File: config.mk
export PLATFORM = sky130hd
export DESIGN_NAME = junction_cycle_controller
export DESIGN_NICKNAME = d
export VERILOG_FILES = /design/src/rtl/junction_cycle_controller_pkg.sv /design/src/rtl/junction_cycle_controller_eta_scheduler.sv /design/src/rtl/junction_cycle_controller.sv
export SDC_FILE = /design/constraint.sdc
export NUM_CORES = 1
export LEC_CHECK = 0
export CORE_ASPECT_RATIO = 0.7
export CORE_MARGIN = 5
export CORE_UTILIZATION = 53
export DETAILED_ROUTE_END_ITERATION = 8
export PLACE_DENSITY_LB_ADDON = 0.15
export SYNTH_ARGS = -nofsm -noshare
export SYNTH_HDL_FRONTEND = slang
export SYNTH_SLANG_ARGS = --single-unit
export TNS_END_PERCENT = 100
File: constraint.sdc
create_clock -name clk -period 3.12 [get_ports clk]
set_clock_uncertainty 0.2 [all_clocks]
set_input_delay 0.312 -clock clk [delete_from_list [all_inputs] [get_ports clk]]
set_output_delay 0.312 -clock clk [all_outputs]
set_load 0.005 [all_outputs]
File: src/rtl/junction_cycle_controller_pkg.sv
// Shared types and width derivations for the junction cycle controller
// and the UP processor set.
package junction_cycle_controller_pkg;

   typedef enum logic [2:0] {
      ST_IDLE,
      ST_RUN,
      ST_STALL,
      ST_DRAIN,
      ST_DONE
   } jcc_state_t;

   function automatic int unsigned calc_cpc(input int unsigned p, input int unsigned fo,
                                            input int unsigned z);
      return (p * fo) / z;
   endfunction

   function automatic int unsigned calc_cpc_w(input int unsigned cpc);
      return $clog2(cpc);
   endfunction

   function automatic int unsigned calc_etapos_w(input int unsigned frac_bits);
      return $clog2(frac_bits + 2);
   endfunction

   localparam int unsigned FRAC_BITS_DEFAULT = 10;
   localparam int unsigned ETAPOS_W          = calc_etapos_w(FRAC_BITS_DEFAULT);

endpackage

File: src/rtl/junction_cycle_controller_eta_scheduler.sv
// Learning-rate schedule: etapos_reg steps up every ETA_DECAY_SAMPLES
// completed samples, saturating at frac_bits+1.
module eta_scheduler
   import junction_cycle_controller_pkg::*;
#(
   parameter int unsigned frac_bits         = 10,
   parameter int unsigned ETAPOS_INIT       = 3,
   parameter int unsigned ETA_DECAY_SAMPLES = 64
) (
   input  logic                                clk,
   input  logic                                reset_n,
   input  logic                                load,
   input  logic                                sample_done,
   output logic [calc_etapos_w(frac_bits)-1:0] etapos_reg
);

   localparam int unsigned EW = calc_etapos_w(frac_bits);
   localparam int unsigned DW = (ETA_DECAY_SAMPLES > 1) ? $clog2(ETA_DECAY_SAMPLES) : 1;
   localparam logic [DW-1:0] DEC_LAST = DW'(ETA_DECAY_SAMPLES - 1);
   localparam logic [EW-1:0] E_MAX    = EW'(frac_bits + 1);
   localparam logic [EW-1:0] E_INIT   = EW'(ETAPOS_INIT);

   logic [DW-1:0] decay_cnt;

   // decay_cnt wraps on every multiple of ETA_DECAY_SAMPLES completions
   always_ff @(posedge clk or negedge reset_n) begin
      if (!reset_n) begin
         decay_cnt  <= '0;
         etapos_reg <= '0;
      end else if (load) begin
         decay_cnt  <= '0;
         etapos_reg <= E_INIT;
      end else if (sample_done) begin
         if (decay_cnt == DEC_LAST) begin
            decay_cnt <= '0;
            if (etapos_reg < E_MAX) etapos_reg <= etapos_reg + 1'b1;
         end else begin
            decay_cnt <= decay_cnt + 1'b1;
         end
      end
   end

endmodule

File: src/rtl/junction_cycle_controller.sv
// Sequencer for one junction's FF/BP/UP sets: steps the edge window through
// each sample, counts samples, and schedules the UP-set learning rate.
module junction_cycle_controller
   import junction_cycle_controller_pkg::*;
#(
   parameter int unsigned p                 = 16,
   parameter int unsigned n                 = 8,
   parameter int unsigned z                 = 8,
   parameter int unsigned fo                = 2,
   parameter int unsigned fi                = 4,
   parameter int unsigned frac_bits         = 10,
   parameter int unsigned ETAPOS_INIT       = 3,
   parameter int unsigned ETA_DECAY_SAMPLES = 64
) (
   input  logic                                       clk,
   input  logic                                       reset_n,
   input  logic                                       start,
   input  logic                                       train,
   input  logic [15:0]                                num_samples,
   input  logic                                       sample_ready,
   output logic                                       ff_en,
   output logic                                       bp_en,
   output logic                                       up_en,
   output logic [calc_cpc_w(calc_cpc(p, fo, z))-1:0]  cycle_index,
   output logic                                       act_valid,
   output logic [calc_cpc_w(calc_cpc(p, fo, z))-1:0]  act_index,
   output logic [calc_etapos_w(frac_bits)-1:0]        etapos,
   output logic [15:0]                                sample_count,
   output logic                                       busy,
   output logic                                       done
);

   localparam int unsigned CPC   = calc_cpc(p, fo, z);
   localparam int unsigned CPC_W = calc_cpc_w(CPC);
   localparam int unsigned EW    = calc_etapos_w(frac_bits);
   localparam logic [CPC_W-1:0] LAST_IDX = CPC_W'(CPC - 1);

   if ((p * fo) % z != 0) begin : g_chk_div
      $error("p*fo must be a multiple of z");
   end
   if (p * fo != n * fi) begin : g_chk_edges
      $error("p*fo must equal n*fi");
   end
   if (CPC < 2) begin : g_chk_cpc
      $error("cycles per sample must be at least 2");
   end
   if (ETAPOS_INIT > frac_bits + 1) begin : g_chk_eta
      $error("ETAPOS_INIT exceeds frac_bits+1");
   end

   jcc_state_t       state, state_d;
   logic             train_q, train_d;
   logic [15:0]      nsamp_q, nsamp_d;
   logic [CPC_W-1:0] cidx_d;
   logic [15:0]      count_d;
   logic             sample_done;
   logic             load_eta;
   logic [EW-1:0]    etapos_reg;

   always_comb begin
      state_d     = state;
      train_d     = train_q;
      nsamp_d     = nsamp_q;
      cidx_d      = cycle_index;
      count_d     = sample_count;
      sample_done = 1'b0;
      load_eta    = 1'b0;
      case (state)
         ST_IDLE: begin
            if (start) begin
               train_d  = train;
               nsamp_d  = num_samples;
               cidx_d   = '0;
               count_d  = '0;
               load_eta = 1'b1;
               state_d  = (num_samples == 16'd0) ? ST_DONE : ST_RUN;
            end
         end
         ST_RUN: begin
            if (cycle_index == LAST_IDX) begin
               cidx_d      = '0;
               count_d     = sample_count + 16'd1;
               sample_done = 1'b1;
               if (count_d == nsamp_q)  state_d = ST_DRAIN;
               else if (!sample_ready)  state_d = ST_STALL;
            end else begin
               cidx_d = cycle_index + 1'b1;
            end
         end
         ST_STALL: if (sample_ready) state_d = ST_RUN;
         ST_DRAIN: state_d = ST_DONE;
         ST_DONE:  state_d = ST_IDLE;
         default:  state_d = ST_IDLE;
      endcase
   end

   // Enables/busy/done are registered from the next state so they line up
   // with the cycle the state is entered.
   always_ff @(posedge clk or negedge reset_n) begin
      if (!reset_n) begin
         state        <= ST_IDLE;
         train_q      <= 1'b0;
         nsamp_q      <= '0;
         cycle_index  <= '0;
         sample_count <= '0;
         ff_en        <= 1'b0;
         bp_en        <= 1'b0;
         up_en        <= 1'b0;
         act_valid    <= 1'b0;
         act_index    <= '0;
         busy         <= 1'b0;
         done         <= 1'b0;
      end else begin
         state        <= state_d;
         train_q      <= train_d;
         nsamp_q      <= nsamp_d;
         cycle_index  <= cidx_d;
         sample_count <= count_d;
         ff_en        <= (state_d == ST_RUN);
         bp_en        <= (state_d == ST_RUN) && train_d;
         up_en        <= (state_d == ST_RUN) && train_d;
         act_valid    <= ff_en;
         act_index    <= cycle_index;
         busy         <= (state_d != ST_IDLE);
         done         <= (state_d == ST_DONE);
      end
   end

   eta_scheduler #(
      .frac_bits         (frac_bits),
      .ETAPOS_INIT       (ETAPOS_INIT),
      .ETA_DECAY_SAMPLES (ETA_DECAY_SAMPLES)
   ) u_eta (
      .clk         (clk),
      .reset_n     (reset_n),
      .load        (load_eta),
      .sample_done (sample_done),
      .etapos_reg  (etapos_reg)
   );

   assign etapos = up_en ? etapos_reg : '0;

endmodule

---- After elaboration in Yosys (flattened, before gate mapping) ----
Index checks and enable logic that the tools add are counted.
storage, ports and cells
  register bits ........................... 55
  input bits .............................. 21
  word-level logic and storage cells ...... 67
  output and inout port bits .............. 30
cells by class
  equality and inequality tests ........... 10
  order comparisons ....................... 1
  reductions and logical operators ........ 12
  add/sub/neg operators ................... 4
  muxes and demuxes ....................... 27
operators with widths
  cell                                                count
  2-to-1 mux 16 bit                                   2
  case mux 16 bit (2 select lines)                    1
  2-to-1 mux 4 bit                                    5
  2-to-1 mux 3 bit                                    6
  2-to-1 mux 6 bit                                    3
  adder 16 x 1 -> 16 bit (second input constant)      1
  == test 16 bit                                      1
  logical NOT 16 bit                                  1
  case mux 3 bit (4 select lines)                     1
  nonzero test 2 bit                                  4
  adder 6 x 1 -> 6 bit (second input constant)        1
  == test 3 x 1 -> 1 bit (second input constant)      2
  == test 3 x 2 -> 1 bit (second input constant)      2
  == test 6 bit (second input constant)               1
  2-to-1 mux 1 bit                                    6
  AND reduction 3 bit                                 2
  adder 4 x 1 -> 4 bit (second input constant)        1
  less-than comparator 4 bit (second input constant)  1
  2-to-1 mux 2 bit                                    2
  inequality test 2 bit (second input constant)       2
  case mux 2 bit (2 select lines)                     1
  AND reduction 2 bit                                 2
  == test 3 bit (second input constant)               1
  logical NOT 3 bit                                   1
  4 further kinds                                     4

---- Longest topological paths before layout ----
Gate-level depths: netlist of the first run.
  depth in word-level cells ............... 7
  depth in mapped cells ................... 8
  depth with buffers taken out ............ 7

---- Cells and area by module ----
Synthesis of the first run repeated with hierarchy kept, for this count alone.
second synthesis, totals
  cell total of the unflattened synthesis .. 302
  area, all modules ....................... 3,052.9 um2
by module, submodules not included
  module                     sequential area each (um2)  instances  cells an instance  area each (um2)
  junction_cycle_controller  1,126.1                     1          250                2,514.9
  eta_scheduler              250.2                       1          52                 538.0

---- Worst setup path before layout of the first run ----
No wires, ideal clock.
  path kind ............................... register to register
  from .................................... reg sample_count[0]
  to ...................................... reg up_en
  library setup time ...................... 120 ps
  period minus slack after synthesis ...... 2,489 ps
  arrival time ............................ 2,169 ps
  stages on the path, launching flop included .. 8
  required time ........................... 2,800 ps
  buffers on the path ..................... 0
  setup slack ............................. 631 ps
  path through ............................ dfrtp_1 > ha_1 > nand3_1 > or3_1 > or4_1 > a211oi_2 > nand4_1 > and3_1
between the ends
  longest elaborated chain between the ends .. 7
ends and longest elaborated chain
  item                             line                              text
  start, declared                  junction_cycle_controller.sv:28   output logic [15:0] sample_count,
  start signal, assigned           junction_cycle_controller.sv:118  sample_count <= count_d;
  adder 16 x 1 -> 16 bit           junction_cycle_controller.sv:82   count_d = sample_count + 16'd1;
  == test 16 bit                   junction_cycle_controller.sv:84   if (count_d == nsamp_q) state_d = ST_DRAIN;
  2-to-1 mux 3 bit                 junction_cycle_controller.sv:84
  2-to-1 mux 3 bit                 junction_cycle_controller.sv:80   if (cycle_index == LAST_IDX) begin
  case mux 3 bit (4 select lines)  junction_cycle_controller.sv:68   case (state)
  == test 3 x 1 -> 1 bit           junction_cycle_controller.sv:121  up_en <= (state_d == ST_RUN) && train_d;
  logical AND 1 bit                junction_cycle_controller.sv:121
  end signal, assigned             junction_cycle_controller.sv:121
  end, declared                    junction_cycle_controller.sv:23   output logic up_en,
Every way passes these cells.
A chain may end at the register's enable or synchronous reset.

---- Worst setup path in the final report of the first run ----
Ends and elaborated chain as after synthesis.

==> impl_metrics.ini, run 1 <==
[synthesis]
ys_seq_elements = 55
synth_edf_count = 0
yosys.area.top_type = dfrtp_1
async_flop_share = 1.00
yosysWarnings = 0
synth_area_leaders = dfrtp_1, nand2_1, xnor2_1
synth_nets = 353
ys.flop_type = dfrtp_1
synthCells = 328
syn_area_per_cell_um2 = 8.82
synth_top_cell_area_share = 0.476
synth.distinct_cells = 44
synthesis.area_um2 = 2890
seq_area_frac_synth = 0.476

[detailed_routing]
routed_wl_um = 6690
drc = 0
drt-initial-drc-count = 163
avgRoutedWirePerCell_um = 15.0
ant_nets = 0
avgViaCountPerCell = 5.60
vias = 2498
drt-pass1-iter-count = 4

[timing]
tightestPinTransition_ns = 0.905
fin_crit_sh = 0.890
hold_ws_ns = 0.205
finalHoldViolations = 0
setup_viol = 0
setup_tns_ns = 0
maxClockFrequency_mhz = 360
layout_min_cycle_time_ns = 2.78
setup_ws_ns = 0.345
maxSlewViolCount = 0
relSlewSlack = 0.395
rsz0062_at_grt = no

[cts]
clock-sinks = 55
clk_latency_ns = 0.30
cts_max_path_buffers = 2
cts_resized = 0
clk_pin_slew_ns = 0.09
cts_made_buffers = 5
ctsHtreeMaxLevel = 2
cts_tree = built
root_buffer = clkbuf_8

[power_and_ir_drop]
power_leakage_nw = 1.57
peakVddDrop_mv = 0.387
p_per_area_nw_per_um2 = 759
power.total_mw = 2.72

[floorplanning]
core_um2 = 5260
die_x_um = 98.3
initial_core_util = 0.550
die_h_um = 71.8
die_area_um2 = 7060
rows = 22
io-pin-count = 51

[finish]
final_cell_mix = nand2_1, dfrtp_1, clkdlybuf4s50_1
final_util = 0.681
finish.instance_area_um2 = 3580
regArea_um2 = 1380
layout.cells.non_filler = 446
area_growth_pct = 23.8
layout.nets = 399
mostFrequentLayoutCell = nand2_1
largestRegisters = nsamp_q x16, sample_count x16, u_eta.decay_cnt x6
antenna_cells = 0
nFillCells = 422
multi_input_area_um2 = 1450
final_layout_size_suffix_gt1_frac = 0.0535

[critical_path]
critPathLaunchType = flop
crit_chain = ha_1, nand3_1, or3_1, or4_1, a211oi_2, nand4_1, and3_1
critPathSlowestCell = or4_1
critical_path.startpoint = sample_count[0]$_DFFE_PN0P_
r2r_start = sample_count[0]$_DFFE_PN0P_
crit_arrival_ns = 2.78
criticalPathCategory = flop to flop
path_max_fanout = 8
critPathTopFamily = simple AND/OR/NAND/NOR gates
max_stage_delay_ns = 0.55
crit_buf_inv = 0
critPathCaptureType = flop
worst_ep_required_time_ns = 3.12

[job]
maxCapViolCount = 0

[global_routing]
grt_max_degree = 30
antenna_found_initial = 0
grt_pass1_wl_um = 11200
grt_pass1_vias = 2215
grt_use_total = 0.197
grt_overflow_total = 0

[status]
outcome = completed

[placed_design]
place_area_um2 = 3470
port_buffers = 50
place_ws_ns = 0.350
dp_cells = 438
hpwl_um = 4910
place_congestion = 0.894

[hold_path]
hold_path_class = flop to flop
min_from = ff_en$_DFF_PN0_
==> synth_stat cells (all sizes together), types with 5 or more instances <==
cell type  count
a21oi          8
and2           6
and3           6
buf            5
clkbuf        12
dfrtp         55
nand2         84
nand3          5
nand4          8
nor2          27
nor3           6
nor4           9
o21ai         26
xnor2         20
xor2          10
==> report_power, final <==
group	leakage (nW)	switching (mW)	internal [mW]
Sequential	0.706	0.234	0.937
Clock	0.0513	0.225	0.236
Combinational	0.817	0.538	0.551
Total	1.57	0.996	1.72
==> logic make-up (layout without fill, tap and decap cells) <==
| logic type | after synthesis | after routing | synth area share |
|---|---|---|---|
| flip-flops | 55 | 55 | 0.476 |
| AO/OA/AOI/OAI | 51 | 51 | 0.109 |
| XOR/XNOR | 30 | 30 | 0.0908 |
| multiplexers | 2 | 2 | 0.00692 |
| AND/OR/NAND/NOR | 166 | 166 | 0.272 |
| adder cells (fa/ha/maj) | 4 | 4 | 0.0173 |
| buffers and inverters | 20 | 66 | 0.0290 |
==> final timing paths <==
path                            cells after the start                         endpoint  slack, ns
worst max-delay path                                7                  up_en$_DFF_PN0_       0.34
worst min-delay path                                0              act_valid$_DFF_PN0_       0.21
worst max register to register                      7                  up_en$_DFF_PN0_       0.34
worst min register to register                      0              act_valid$_DFF_PN0_       0.21
max in group asynchronous                           3      sample_count[2]$_DFFE_PN0P_       1.81
min in group asynchronous                           2  u_eta.etapos_reg[0]$_DFFE_PN0P_       0.25
==> layout make-up <==
| class | count | share of cell area |
|---|---|---|
| clock inverter | 1 | 0.00838 |
| multi-input combinational | 253 | 0.404 |
| sequential | 55 | 0.384 |
| tap | 72 | 0.0251 |
| inverter | 3 | 0.00314 |
| timing repair buffer | 56 | 0.155 |
| clock buffer | 6 | 0.0203 |
==> layer usage <==
metal | vias to the layer above | global-route usage | routed length [um] | part of all wire
met1 | 1206 | 0.305 | 3350 | 0.50
met5 | - | 0 | 0 | 0
met3 | 4 | 0.0516 | 421 | 0.063
met2 | 78 | 0.279 | 2890 | 0.43
li1 | 1210 | - | - | -
met4 | 0 | 0.0333 | 25 | 0.0037
==> timing repair <==
action                                 CTS  global route
buffers inserted                         0             0
hold buffers                             1             0
endpoints found under the hold margin   15             0
Note: power is estimated with default switching activity, not from simulation.
==> inputs of run 2 (changes only) <==
- SYNTH_HIERARCHICAL: unset -> 1
==> run 2 against run 1 <==
- synthesized cell count shrank 7.9%
- non-clock buffer count shrank 1
- first-iteration DRC count is 33% lower
- register-to-register slack better by 0.05 ns
- die area grew 4.8%
==> impl_metrics.ini, run 2 <==
[status]
outcome = completed

[finish]
finish.instance_area_um2 = 3680
final_layout_size_suffix_gt1_frac = 0.112
largestRegisters = nsamp_q x16, sample_count x16, u_eta/decay_cnt x6
layout.cells.non_filler = 423
nFillCells = 462
antenna_cells = 0
area_growth_pct = 20.5
layout.nets = 374
mostFrequentLayoutCell = dfrtp_1
final_cell_mix = dfrtp_1, clkdlybuf4s50_1, o21ai_0

[critical_path]
r2r_cells = 7
r2r-end = ff_en$_DFF_PN0_
path_max_fanout = 7
r2r_slack_ns = 0.39
endpoint = ff_en$_DFF_PN0_
crit_arrival_ns = 2.73
critical_path.startpoint = sample_count[0]$_DFFE_PN0P_
critPathLaunchType = flop
criticalPathCategory = flop to flop
worst_ep_required_time_ns = 3.12
critPathCaptureType = flop
r2r_start = sample_count[0]$_DFFE_PN0P_

[job]
maxCapViolCount = 0

[synthesis]
synthCells = 302
synth_top_cell_area_share = 0.451
seq_area_frac_synth = 0.451
synth_edf_count = 0
ys.flop_type = dfrtp_1
yosys.area.top_type = dfrtp_1
syn_area_per_cell_um2 = 10.1
synth.distinct_cells = 62
synth_area_leaders = dfrtp_1, mux2_2, o21ai_0
ys_seq_elements = 55
yosysWarnings = 6
synth.most_common_cell = dfrtp_1
synth_nets = 327
synthesis.area_um2 = 3050
async_flop_share = 1.00
synth_commonest_cells = dfrtp_1, o21ai_0, nor2_1

[detailed_routing]
drt-initial-drc-count = 109
avgRoutedWirePerCell_um = 17.0
routed_wl_um = 7200
vias = 2495
drt-pass1-iter-count = 4
ant_nets = 0
avgViaCountPerCell = 5.90
drc = 0

[global_routing]
grt_pass1_wl_um = 12200
top_usage_layer = met1
groute.layer.met2.usage = 0.309
met3_usage = 0.0455
grt_use_total = 0.209
antenna_found_initial = 0
met1_usage = 0.314
grt_overflow_total = 0
grt_max_degree = 45
grt_pass1_vias = 2405

[floorplanning]
io-pin-count = 51
die_h_um = 73.5
initial_core_util = 0.539
die_x_um = 101
core_um2 = 5670
die_area_um2 = 7400
rows = 23

[power_and_ir_drop]
peakVddDrop_mv = 0.459
power.total_mw = 2.42
p_per_area_nw_per_um2 = 659
power_leakage_nw = 1.50

[timing]
layout_min_cycle_time_ns = 2.73
tightestPinTransition_ns = 0.989
finalHoldViolations = 0
fin_crit_sh = 0.875
setup_viol = 0
setup_ws_ns = 0.391
maxClockFrequency_mhz = 366
maxSlewViolCount = 0
relSlewSlack = 0.338
setup_tns_ns = 0
rsz0062_at_grt = no

[placed_design]
hpwl_um = 5360
dp_cells = 416
place_area_um2 = 3590
port_buffers = 50
place_ws_ns = 0.393
place_congestion = 0.856

[cts]
root_buffer = clkbuf_8
clk_latency_ns = 0.30
cts_made_buffers = 5
clock-sinks = 55
ctsHtreeMaxLevel = 2
cts_max_path_buffers = 2
clk_pin_slew_ns = 0.09
cts_tree = built

[hold_path]
hold_path_class = flop to flop
==> run 2: worst min path at each step <==
stage                     from                endpoint  cells past startpoint
2_1_floorplan          reset_n  act_index[0]$_DFF_PN0_                      0
3_3_place_gp   ff_en$_DFF_PN0_     act_valid$_DFF_PN0_                      0
3_5_place_dp   ff_en$_DFF_PN0_     act_valid$_DFF_PN0_                      0
4_1_cts        ff_en$_DFF_PN0_     act_valid$_DFF_PN0_                      0
5_1_grt        ff_en$_DFF_PN0_     act_valid$_DFF_PN0_                      0
6_report       ff_en$_DFF_PN0_     act_valid$_DFF_PN0_                      0
==> run 2: timing repair <==
item,CTS,global route
endpoints found under the hold margin,4,0
hold buffers,1,0
buffers inserted,0,0
gates resized for setup,0,0
==> run 2: routing by layer <==
metal / routed length (um) / vias up / share of wire
met2: 3150 / 86 / 0.44
li1: - / 1196 / -
met3: 522 / 9 / 0.072
met5: 0 / - / 0
met4: 82 / 0 / 0.011
met1: 3450 / 1204 / 0.48
==> run 2: cell families (layout without fill, tap and decap cells) <==
| logic type | after synthesis | after routing | synth area share |
|---|---|---|---|
| simple gates | 113 | 113 | 0.221 |
| compound gates | 67 | 67 | 0.140 |
| flops | 55 | 55 | 0.451 |
| mux | 22 | 22 | 0.0791 |
| xor+xnor | 21 | 21 | 0.0602 |
| buf+inv | 20 | 66 | 0.0320 |
| fa+ha+maj | 4 | 4 | 0.0164 |
==> run 2: layout make-up <==
type                            instances  area, um2  share of cell area
Timing Repair Buffer                   55        536               0.146
Clock buffer                            5       68.8              0.0187
Clock inverter                          1       7.51             0.00204
Sequential cell                        55       1380               0.374
Inverter                                5       18.8             0.00510
Multi-Input combinational cell        227       1580               0.429
Tap cell                               75       93.8              0.0255
==> run 2: metrics by stage <==
stage,utilization,hold WS [ns]
final,0.649,0.201
after detailed placement,0.634,0.166
after CTS,0.649,0.202
after global placement,0.634,0.185
after floorplan,-,-0.184
after global routing,0.649,0.218
==> run 2: power by group <==
part | switching (mW) | total [mW] | internal [mW]
registers | 0.196 | 1.11 | 0.911
logic | 0.416 | 0.945 | 0.530
clock network | 0.221 | 0.371 | 0.150
total | 0.833 | 2.42 | 1.59
==> run 2: worst max-delay path: stages (launching register included) <==
cell	delay, ns
dfrtp_1	0.48
ha_1	0.36
xor2_1	0.15
a2111oi_0	0.52
nand4_1	0.19
a311oi_1	0.34
nand4_2	0.20
and2_1	0.18
